===== src/rtl/uart_tx_mmio.sv =====
// rtl/uart_tx_mmio.sv - memory-mapped 8N1 UART transmitter with TX FIFO and status register
module uart_tx_mmio #(
  parameter int CLK_DIV    = 16,
  parameter int FIFO_DEPTH = 8
) (
  input  logic        clk,
  input  logic        rst,
  input  logic        bus_valid,
  input  logic        bus_we,
  input  logic [3:0]  bus_addr,
  input  logic [31:0] bus_wdata,
  output logic        bus_ready,
  output logic [31:0] bus_rdata,
  output logic        tx
);

  localparam int PW = (FIFO_DEPTH > 1) ? $clog2(FIFO_DEPTH) : 1;
  localparam int CW = $clog2(FIFO_DEPTH + 1);
  localparam int BW = $clog2(CLK_DIV);

  localparam logic [BW-1:0] BAUD_LAST   = BW'(CLK_DIV - 1);
  localparam logic [CW-1:0] COUNT_FULL  = CW'(FIFO_DEPTH);
  localparam logic [3:0]    ADDR_TXDATA = 4'h0;
  localparam logic [3:0]    ADDR_STATUS = 4'h4;

  typedef enum logic [1:0] {
    S_IDLE,
    S_START,
    S_DATA,
    S_STOP
  } state_e;

  logic [7:0]    fifo_mem [FIFO_DEPTH];
  logic [PW-1:0] wr_ptr_q;
  logic [PW-1:0] rd_ptr_q;
  logic [CW-1:0] count_q;

  state_e        state_q;
  logic [BW-1:0] baud_q;
  logic [2:0]    bit_idx_q;
  logic [7:0]    shift_q;
  logic          tx_q;

  logic          bus_ready_q;
  logic [31:0]   bus_rdata_q;

  logic          fifo_full;
  logic          fifo_empty;
  logic          baud_last;
  logic          is_txdata;
  logic          is_status;
  logic          accept;
  logic          push;
  logic          pop;
  logic [31:0]   status_word;
  logic [31:0]   read_word;
  logic          unused_wdata;

  assign fifo_full  = (count_q == COUNT_FULL);
  assign fifo_empty = (count_q == '0);
  assign baud_last  = (baud_q == BAUD_LAST);
  assign is_txdata  = (bus_addr == ADDR_TXDATA);
  assign is_status  = (bus_addr == ADDR_STATUS);

  // The ready pulse itself blocks acceptance, so a master still holding
  // valid during its completion cycle cannot cause a second push.
  assign accept = bus_valid && !bus_ready_q && !(bus_we && is_txdata && fifo_full);
  assign push   = accept && bus_we && is_txdata;

  // Pop from IDLE, or at the last stop-bit cycle to chain frames with no gap.
  assign pop = !fifo_empty && ((state_q == S_IDLE) || ((state_q == S_STOP) && baud_last));

  assign unused_wdata = ^bus_wdata[31:8];

  // Status snapshot built from registered state, so a same-edge pop is not visible.
  always_comb begin
    status_word       = '0;
    status_word[0]    = fifo_full;
    status_word[1]    = fifo_empty;
    status_word[2]    = (state_q != S_IDLE);
    status_word[11:8] = 4'(count_q);
  end

  // Only STATUS returns data; TXDATA and unmapped reads return zero.
  always_comb begin
    read_word = '0;
    if (is_status) begin
      read_word = status_word;
    end
  end

  // FIFO storage; contents need no reset because pointers and count define validity.
  always_ff @(posedge clk) begin
    if (!rst && push) begin
      fifo_mem[wr_ptr_q] <= bus_wdata[7:0];
    end
  end

  // FIFO pointers and occupancy; pointers wrap naturally at the power-of-two depth.
  always_ff @(posedge clk) begin
    if (rst) begin
      wr_ptr_q <= '0;
      rd_ptr_q <= '0;
      count_q  <= '0;
    end else begin
      if (push) begin
        wr_ptr_q <= wr_ptr_q + 1'b1;
      end
      if (pop) begin
        rd_ptr_q <= rd_ptr_q + 1'b1;
      end
      case ({push, pop})
        2'b10:   count_q <= count_q + 1'b1;
        2'b01:   count_q <= count_q - 1'b1;
        default: count_q <= count_q;
      endcase
    end
  end

  // Transmit FSM with registered line output; every bit lasts CLK_DIV cycles.
  always_ff @(posedge clk) begin
    if (rst) begin
      state_q   <= S_IDLE;
      baud_q    <= '0;
      bit_idx_q <= '0;
      shift_q   <= '0;
      tx_q      <= 1'b1;
    end else begin
      case (state_q)
        S_IDLE: begin
          tx_q   <= 1'b1;
          baud_q <= '0;
          if (pop) begin
            shift_q <= fifo_mem[rd_ptr_q];
            tx_q    <= 1'b0;
            state_q <= S_START;
          end
        end
        S_START: begin
          if (baud_last) begin
            baud_q    <= '0;
            bit_idx_q <= '0;
            tx_q      <= shift_q[0];
            state_q   <= S_DATA;
          end else begin
            baud_q <= baud_q + 1'b1;
          end
        end
        S_DATA: begin
          if (baud_last) begin
            baud_q  <= '0;
            shift_q <= {1'b0, shift_q[7:1]};
            if (bit_idx_q == 3'd7) begin
              tx_q    <= 1'b1;
              state_q <= S_STOP;
            end else begin
              bit_idx_q <= bit_idx_q + 1'b1;
              tx_q      <= shift_q[1];
            end
          end else begin
            baud_q <= baud_q + 1'b1;
          end
        end
        S_STOP: begin
          if (baud_last) begin
            baud_q <= '0;
            if (pop) begin
              shift_q <= fifo_mem[rd_ptr_q];
              tx_q    <= 1'b0;
              state_q <= S_START;
            end else begin
              tx_q    <= 1'b1;
              state_q <= S_IDLE;
            end
          end else begin
            baud_q <= baud_q + 1'b1;
          end
        end
        default: begin
          tx_q    <= 1'b1;
          baud_q  <= '0;
          state_q <= S_IDLE;
        end
      endcase
    end
  end

  // Bus completion: one-cycle ready pulse, read data present only with it.
  always_ff @(posedge clk) begin
    if (rst) begin
      bus_ready_q <= 1'b0;
      bus_rdata_q <= '0;
    end else begin
      bus_ready_q <= accept;
      bus_rdata_q <= (accept && !bus_we) ? read_word : '0;
    end
  end

  assign bus_ready = bus_ready_q;
  assign bus_rdata = bus_rdata_q;
  assign tx        = tx_q;

endmodule


===== config.mk =====
export PLATFORM = sky130hd
export DESIGN_NAME = uart_tx_mmio
export DESIGN_NICKNAME = d
export VERILOG_FILES = /design/src/rtl/uart_tx_mmio.sv
export SDC_FILE = /design/constraint.sdc
export NUM_CORES = 1
export LEC_CHECK = 0
export CORE_ASPECT_RATIO = 1.25
export CORE_MARGIN = 2
export CORE_UTILIZATION = 30
export CTS_CLUSTER_DIAMETER = 100
export DETAILED_ROUTE_END_ITERATION = 10
export MAX_ROUTING_LAYER = met4
export SLEW_MARGIN = 20
export SYNTH_ARGS = -nofsm -noshare
export SYNTH_HDL_FRONTEND = slang
export SYNTH_SLANG_ARGS = --single-unit

===== constraint.sdc =====
create_clock -name clk -period 2.5 [get_ports clk]
set_input_delay 0.5 -clock clk [delete_from_list [all_inputs] [get_ports clk]]
set_output_delay 0.5 -clock clk [all_outputs]
set_load 0.02 [all_outputs]

==> out/results.tsv, run 1 <==
stage	metric	value	unit
global_route	grtUsageMet3	1.617	%
route	drc	0	
yosys	synth-edff-count	64	
worst_hold_path	min_from	baud_q[0]$_SDFF_PP0_	
final_layout	multiInputGateArea	1585	µm²
power_and_ir_drop	p_total	4.594	mW
global_route	grt_pass1_wl	12660	µm
yosys	synth_top_cell_by_area	edfxtp_1	
final_layout	num-nets-final	426	
setup_path	r2r_start	count_q[2]$_SDFFE_PP0P_	
global_route	grt_pass1_vias	2468	
setup_path	end_kind	flip-flop	
final_layout	drive_above_1_share	23.14	%
setup_path	r2r.worst_path.cells	8	
route	drt_wl_total	7866	µm
setup_path	crit_required	2.73	ns
worst_hold_path	worstHoldPathCells	1	
yosys	ys_warn_count	0	
die	die_w	112	µm
final_layout	syn_to_final_growth	22.51	%
route	vias_per_cell	4.563	
setup_path	worst_path_max_delay_cell	or4b_4	
power_and_ir_drop	power.density	857.2	nW/µm²
sta	setup_viol	0	
sta	slew_headroom	47.36	%
yosys	syn_avg_cell_area	14.16	µm²
die	die_h	139.0	µm
sta	finalClockSkew	0.005009	ns
setup_path	cp_data_arrival_time	2.63	ns
global_route	grt_max_degree	21	
die	num_rows	49	
global_route	grt_overflow	0	
clock_network	clk_transition_reported_paths	0.07	ns
setup_path	slowest_delay	0.54	ns
clock_network	cts_buffer_depth	2	
sta	setup_slack	0.09491	ns
sta	tightest_slew	0.7835	ns
sta	hold_viol	0	
die	initial_utilization	30.49	%
route	dr.pass1.iters	4	
yosys	synth_area_leaders	edfxtp_1 (44%), dfxtp_1 (18%), mux4_2 (8.2%), buf_4 (4.3%), ha_1 (4.0%)	
route	vias	2528	
global_route	grtUsageMet1	12.58	%
placed_design	dpl.hpwl	5349	µm
final_layout	diodes	0	
sta	finalCriticalPeriod	2.405	ns
yosys	ys_types	47	
setup_path	crit_chain	or4b_4 -> nand4_1 -> ha_4 -> ha_4 -> a21o_2 -> a21oi_2 -> mux2i_1 -> mux2_2	
setup_path	crit_path_frequent_cell	ha_4	
route	drt_iter0_drc	82	
sta	holdWs	0.4522	ns
global_route	antenna_found_initial	0	
clock_network	cts_buffers	9	
sta	setup-tns-final	0	ns
setup_path	crit_fanout	3	
run_status	status	completed	
final_layout	seqCellArea	2708	µm²
power_and_ir_drop	ir_drop	404.7	µV
yosys	netlist_instances	309	
sta	finalCritPeriodShare	96.20	%
setup_path	startpoint	count_q[2]$_SDFFE_PP0P_	
yosys	synth_top_area_share	43.94	%
placed_design	place_ws	-0.3113	ns
global_route	track_usage	10.94	%
sta	final_max_slew_viol_count	0	
clock_network	clock_sinks	103	
power_and_ir_drop	leakagePower	1.961	nW
setup_path	path_class	reg -> reg	
yosys	ys_seq_area_share	61.78	%
route	post_drt_wl_per_cell	14.20	µm
route	ant_nets	0	
clock_network	hold_buffers	0	
sta	rsz0062_at_grt	yes	
placed_design	globalplace.congestion	0.7604	
job	drv_cap	0	
yosys	ys.flop_type	edfxtp_1	
yosys	ys_ff_latch	103	
setup_path	start_kind	flip-flop	
clock_network	cts_root_buffer	clkbuf_16	
clock_network	tritoncts	yes	
placed_design	io_buffers	24	
final_layout	nFillCells	1385	
final_layout	utilization	37.35	%
yosys	synth_async_sr_flop_share	0	%
die	coreArea	14350	µm²
die	die-area	15570	µm²
die	pin_count	74	
clock_network	htreeDepth	3	
worst_hold_path	hp-class	reg -> reg	
clock_network	clk_latency	0.34	ns
global_route	use_met2	18.63	%
global_route	grt.busiest_layer	met2	
sta	fmax	415.8	MHz
yosys	netlist_area	4374	µm²
==> area by class of cell <==
class	instances	area share, %
inverters	8	0.5604
clock buffers	9	4.203
repair buffers	60	9.713
clock inverters	7	1.261
multi-input cells	189	29.58
flip-flops and latches	103	50.53
well taps	178	4.156
==> cell families (layout without fill, tap and decap cells) <==
family	Yosys count	after routing	share of synthesized area (%)
other	1	25	0.08573
AOI/OAI and AO/OA	32	32	5.836
DFF	103	103	61.78
buffers and inverters	41	84	5.749
xor gates and xnor gates	7	7	1.402
muxes	29	29	11.24
and+or+nand+nor	81	81	9.439
adders and majority gates	15	15	4.462
==> Yosys cell counts, types with 2 or more instances <==
cell	number
edfxtp_1	64
dfxtp_1	39
nor2_1	37
buf_4	25
mux4_2	16
ha_1	14
mux2i_1	12
a21oi_1	9
a221o_1	8
inv_1	8
nor2b_1	7
nand2_1	6
nor3_1	6
nand4_1	4
o21ai_0	4
xor2_1	4
and2_1	3
buf_2	3
clkbuf_1	3
or3_1	3
xnor2_1	3
and3_1	2
buf_1	2
nand2b_1	2
nand3_1	2
nand4b_1	2
==> critical path, delay by kind of cell, from the launching register on <==
kind            cells  cell delay [ns]
flops               1             0.33
compound gates      2             0.33
mux                 2             0.55
fa+ha+maj           2             0.36
simple gates        2             0.72
==> sequential cells by signal (all words and copies together) (netlist names), named ones only <==
register   cells
wr_ptr_q       3
state_q        2
bus_rdata      7
tx             1
shift_q        8
fifo_mem      64
bus_ready      1
rd_ptr_q       3
bit_idx_q      3
count_q        4
baud_q         4
==> what timing repair did <==
item,CTS,global route
setup buffers,0,1
resized for setup,0,15
endpoints found under the setup margin,0,1
==> where the power goes <==
| group | switching, mW | internal, mW | leakage, nW | total [mW] |
|---|---|---|---|---|
| Sequential | 0.0829 | 1.91 | 0.893 | 2.00 |
| Combinational | 0.583 | 0.651 | 0.920 | 1.23 |
| Clock | 0.656 | 0.707 | 0.148 | 1.36 |
| Total | 1.32 | 3.27 | 1.96 | 4.59 |
==> metal layers <==
layer	up-vias	share of wire, %
li1	1229	-
met1	1242	43
met2	47	53
met3	10	2.5
met4	0	2.0
met5	-	0
==> cell usage in the layout (no fill, tap or decap), drive strengths merged, types with 2 or more instances in the layout <==
master	instances
o211a	2
o21ai	4
mux2i	12
edfxtp	64
dfxtp	39
nand2b	2
clkdlybuf4s50	20
nand4	4
and2	3
a221o	8
xor2	4
clkinv	2
clkbuf	9
mux4	16
a21oi	9
and3	2
dlymetal6s2s	4
nor2b	7
inv	13
ha	14
nand2	6
buf	36
nor3	6
conb	25
xnor2	3
nor2	37
nand4b	2
nand3	2
or3	3
==> worst paths after layout <==
check | end | slack [ns]
min | baud_q[0]$_SDFF_PP0_ | 0.45
max | count_q[3]$_SDFFE_PP0P_ | 0.09
max reg2reg | count_q[3]$_SDFFE_PP0P_ | 0.09
min reg2reg | baud_q[0]$_SDFF_PP0_ | 0.45
==> stage by stage <==
step | area [µm²] | std cells
floorplan | 4488 | 333
global placement | 4992 | 537
detailed placement | 4992 | 537
CTS | 5285 | 553
global route | 5359 | 554
finish | 5359 | 554
Power figures use the tool's default switching activity.
==> run 2: changes to the inputs <==
--- a/config.mk
+++ b/config.mk
@@ -11,6 +11,7 @@
 export CTS_CLUSTER_DIAMETER = 100
 export DETAILED_ROUTE_END_ITERATION = 10
 export MAX_ROUTING_LAYER = met4
+export PLACE_DENSITY = 0.57
 export SLEW_MARGIN = 20
 export SYNTH_ARGS = -nofsm -noshare
 export SYNTH_HDL_FRONTEND = slang
==> run 2 against run 1 <==
Against the previous run: worst setup slack worse by 0.019 ns; global-route usage increased by 0.23 points; utilization fell by 0.14 points; count of clock-buffer cells in the layout is the same; die area unchanged; via count decreased by 0.24%; fmax down 0.80%; critical path type unchanged; highest routed layer unchanged.
==> out/results.tsv, run 2 (same netlist as run 1, synthesis figures left out) <==
stage	metric	value	unit	change
sta	holdWs	0.4539	ns	was 0.4522 ns
setup_path	path_class	reg -> reg		unchanged
sta	setup_viol	0		unchanged
placed_design	io_buffers	24		unchanged
worst_hold_path	min_to	baud_q[0]$_SDFF_PP0_		unchanged
final_layout	largest_reg_flops	64		unchanged
final_layout	diodes	0		unchanged
global_route	grt_pass1_wl	13260	µm	was 12660 µm
clock_network	htreeDepth	3		unchanged
clock_network	cts_buffers	9		unchanged
clock_network	clk_transition_reported_paths	0.07	ns	about the same
placed_design	globalplace.congestion	0.7470		was 0.7604
setup_path	start_kind	flip-flop		unchanged
die	num_rows	49		unchanged
sta	tightest_slew	0.7916	ns	was 0.7835 ns
power_and_ir_drop	power.density	866.4	nW/µm²	was 857.2 nW/µm²
route	vias	2522		was 2528
power_and_ir_drop	ir_drop	477.7	µV	was 404.7 µV
global_route	track_usage	11.16	%	was 10.94%
sta	finalCriticalPeriod	2.424	ns	was 2.405 ns
route	dr.pass1.iters	4		unchanged
global_route	antenna_found_initial	0		unchanged
final_layout	final_common_cell	edfxtp_1		unchanged
worst_hold_path	worstHoldPathCells	1		unchanged
setup_path	rrSetupSlack	0.08	ns	was 0.09 ns
route	post_drt_wl_per_cell	14.62	µm	was 14.20 µm
route	drc	0		unchanged
final_layout	regMostFlops	fifo_mem		unchanged
clock_network	cts_buffer_depth	2		unchanged
clock_network	cts_root_buffer	clkbuf_16		unchanged
die	pin_count	74		unchanged
placed_design	dpl.hpwl	5467	µm	was 5349 µm
sta	final_max_slew_viol_count	0		unchanged
final_layout	drive_above_1_share	22.73	%	was 23.14%
die	die-area	15570	µm²	unchanged
setup_path	rr_endpoint	count_q[3]$_SDFFE_PP0P_		unchanged
die	die_w	112	µm	unchanged
worst_hold_path	min_from	baud_q[0]$_SDFF_PP0_		unchanged
final_layout	final_cell_mix	edfxtp_1 (64), nor2_1 (37), dfxtp_1 (34)		was edfxtp_1 (64), nor2_1 (37), buf_4 (36)
global_route	grt_overflow	0		unchanged
sta	hold_viol	0		unchanged
clock_network	clk_latency	0.33	ns	was 0.34 ns
sta	setup_slack	0.07556	ns	was 0.09491 ns
clock_network	clock_sinks	103		unchanged
clock_network	tritoncts	yes		unchanged
setup_path	crit_fanout	3		unchanged
die	coreArea	14350	µm²	unchanged
sta	slew_headroom	46.82	%	was 47.36%
worst_hold_path	hp-class	reg -> reg		unchanged
die	die_h	139.0	µm	unchanged
sta	finalClockSkew	0.005388	ns	was 0.005009 ns
route	drt_iter0_drc	91		was 82
power_and_ir_drop	p_total	4.625	mW	was 4.594 mW
final_layout	syn_to_final_growth	22.05	%	was 22.51%
route	drt_wl_total	8068	µm	was 7866 µm
sta	finalCritPeriodShare	96.98	%	was 96.20%
power_and_ir_drop	leakagePower	1.900	nW	was 1.961 nW
die	initial_utilization	30.49	%	unchanged
global_route	grt_pass1_vias	2649		was 2468
final_layout	num-nets-final	424		was 426
sta	setup-tns-final	0	ns	unchanged
route	ant_nets	0		unchanged
placed_design	place_ws	-0.2963	ns	was -0.3113 ns
setup_path	end_kind	flip-flop		unchanged
setup_path	cp_data_arrival_time	2.65	ns	was 2.63 ns
global_route	grt_max_degree	19		was 21
route	vias_per_cell	4.569		was 4.563
sta	fmax	412.5	MHz	was 415.8 MHz
run_status	status	completed		unchanged
setup_path	r2r.worst_path.cells	8		unchanged
job	drv_cap	0		unchanged
final_layout	utilization	37.21	%	was 37.35%
setup_path	r2r_start	count_q[1]$_SDFFE_PP0P_		was count_q[2]$_SDFFE_PP0P_
setup_path	crit_required	2.72	ns	was 2.73 ns
sta	rsz0062_at_grt	yes		unchanged
[run 2: cell count changes in the layout (fill, tap and decap cells not counted), sizes merged]
cell           before  now
clkdlybuf4s50      20   24
buf                36   34
inv                13   10
clkinvlp            0    3
bufinv              0    1
dlymetal6s2s        4    0
clkinv              2    1
[run 2: per-stage QoR]
stage | instance area, µm² | instances
2_1_floorplan | 4488 | 333
3_3_place_gp | 4990 | 535
3_5_place_dp | 4990 | 535
4_1_cts | 5296 | 551
5_1_grt | 5339 | 552
6_report | 5339 | 552
[run 2: final cells by class]
type	count	area (µm²)
clock buffer	9	225.2
clock inverter	7	81.33
fill	1385	9007
inverter	8	30.03
multi-input combinational	189	1563
sequential	103	2709
tap	178	222.7
timing repair buffer	58	508.0
[run 2: power by group]
group	leakage, nW	switching [mW]	internal [mW]
logic	0.867	0.587	0.618
clock network	0.140	0.628	0.789
registers	0.893	0.0876	1.92
total	1.90	1.30	3.32
[run 2: worst max-delay path: stages, from the launching register on]
cell and delay [ns]:
dfxtp_2 0.33, or4b_4 0.54, nand4_1 0.15, ha_2 0.22, ha_4 0.20, a21o_2 0.18, a21oi_2 0.14, mux2i_1 0.21
mux2_2 0.34
[run 2: worst max-delay path by stage]
stage | start | to | cells after the start
5_1_grt | count_q[1]$_SDFFE_PP0P_ | count_q[3]$_SDFFE_PP0P_ | 8
2_1_floorplan | count_q[2]$_SDFFE_PP0P_ | count_q[3]$_SDFFE_PP0P_ | 8
4_1_cts | state_q[0]$_SDFFE_PP0P_ | count_q[3]$_SDFFE_PP0P_ | 9
3_3_place_gp | bus_we | count_q[3]$_SDFFE_PP0P_ | 9
3_5_place_dp | bus_we | count_q[3]$_SDFFE_PP0P_ | 9
6_report | count_q[1]$_SDFFE_PP0P_ | count_q[3]$_SDFFE_PP0P_ | 8
[run 2: timing repair]
action,4_1_cts,5_1_grt
setup buffers,0,1
resized for setup,0,9
endpoints found under the setup margin,0,1
hold buffers,0,0
[run 2: metal layers]
layer | GRT usage [%] | wire length (µm)
met1 | 12.74 | 3519
met2 | 19.81 | 4181
met3 | 2.098 | 275
met4 | 3.466 | 91
met5 | - | 0
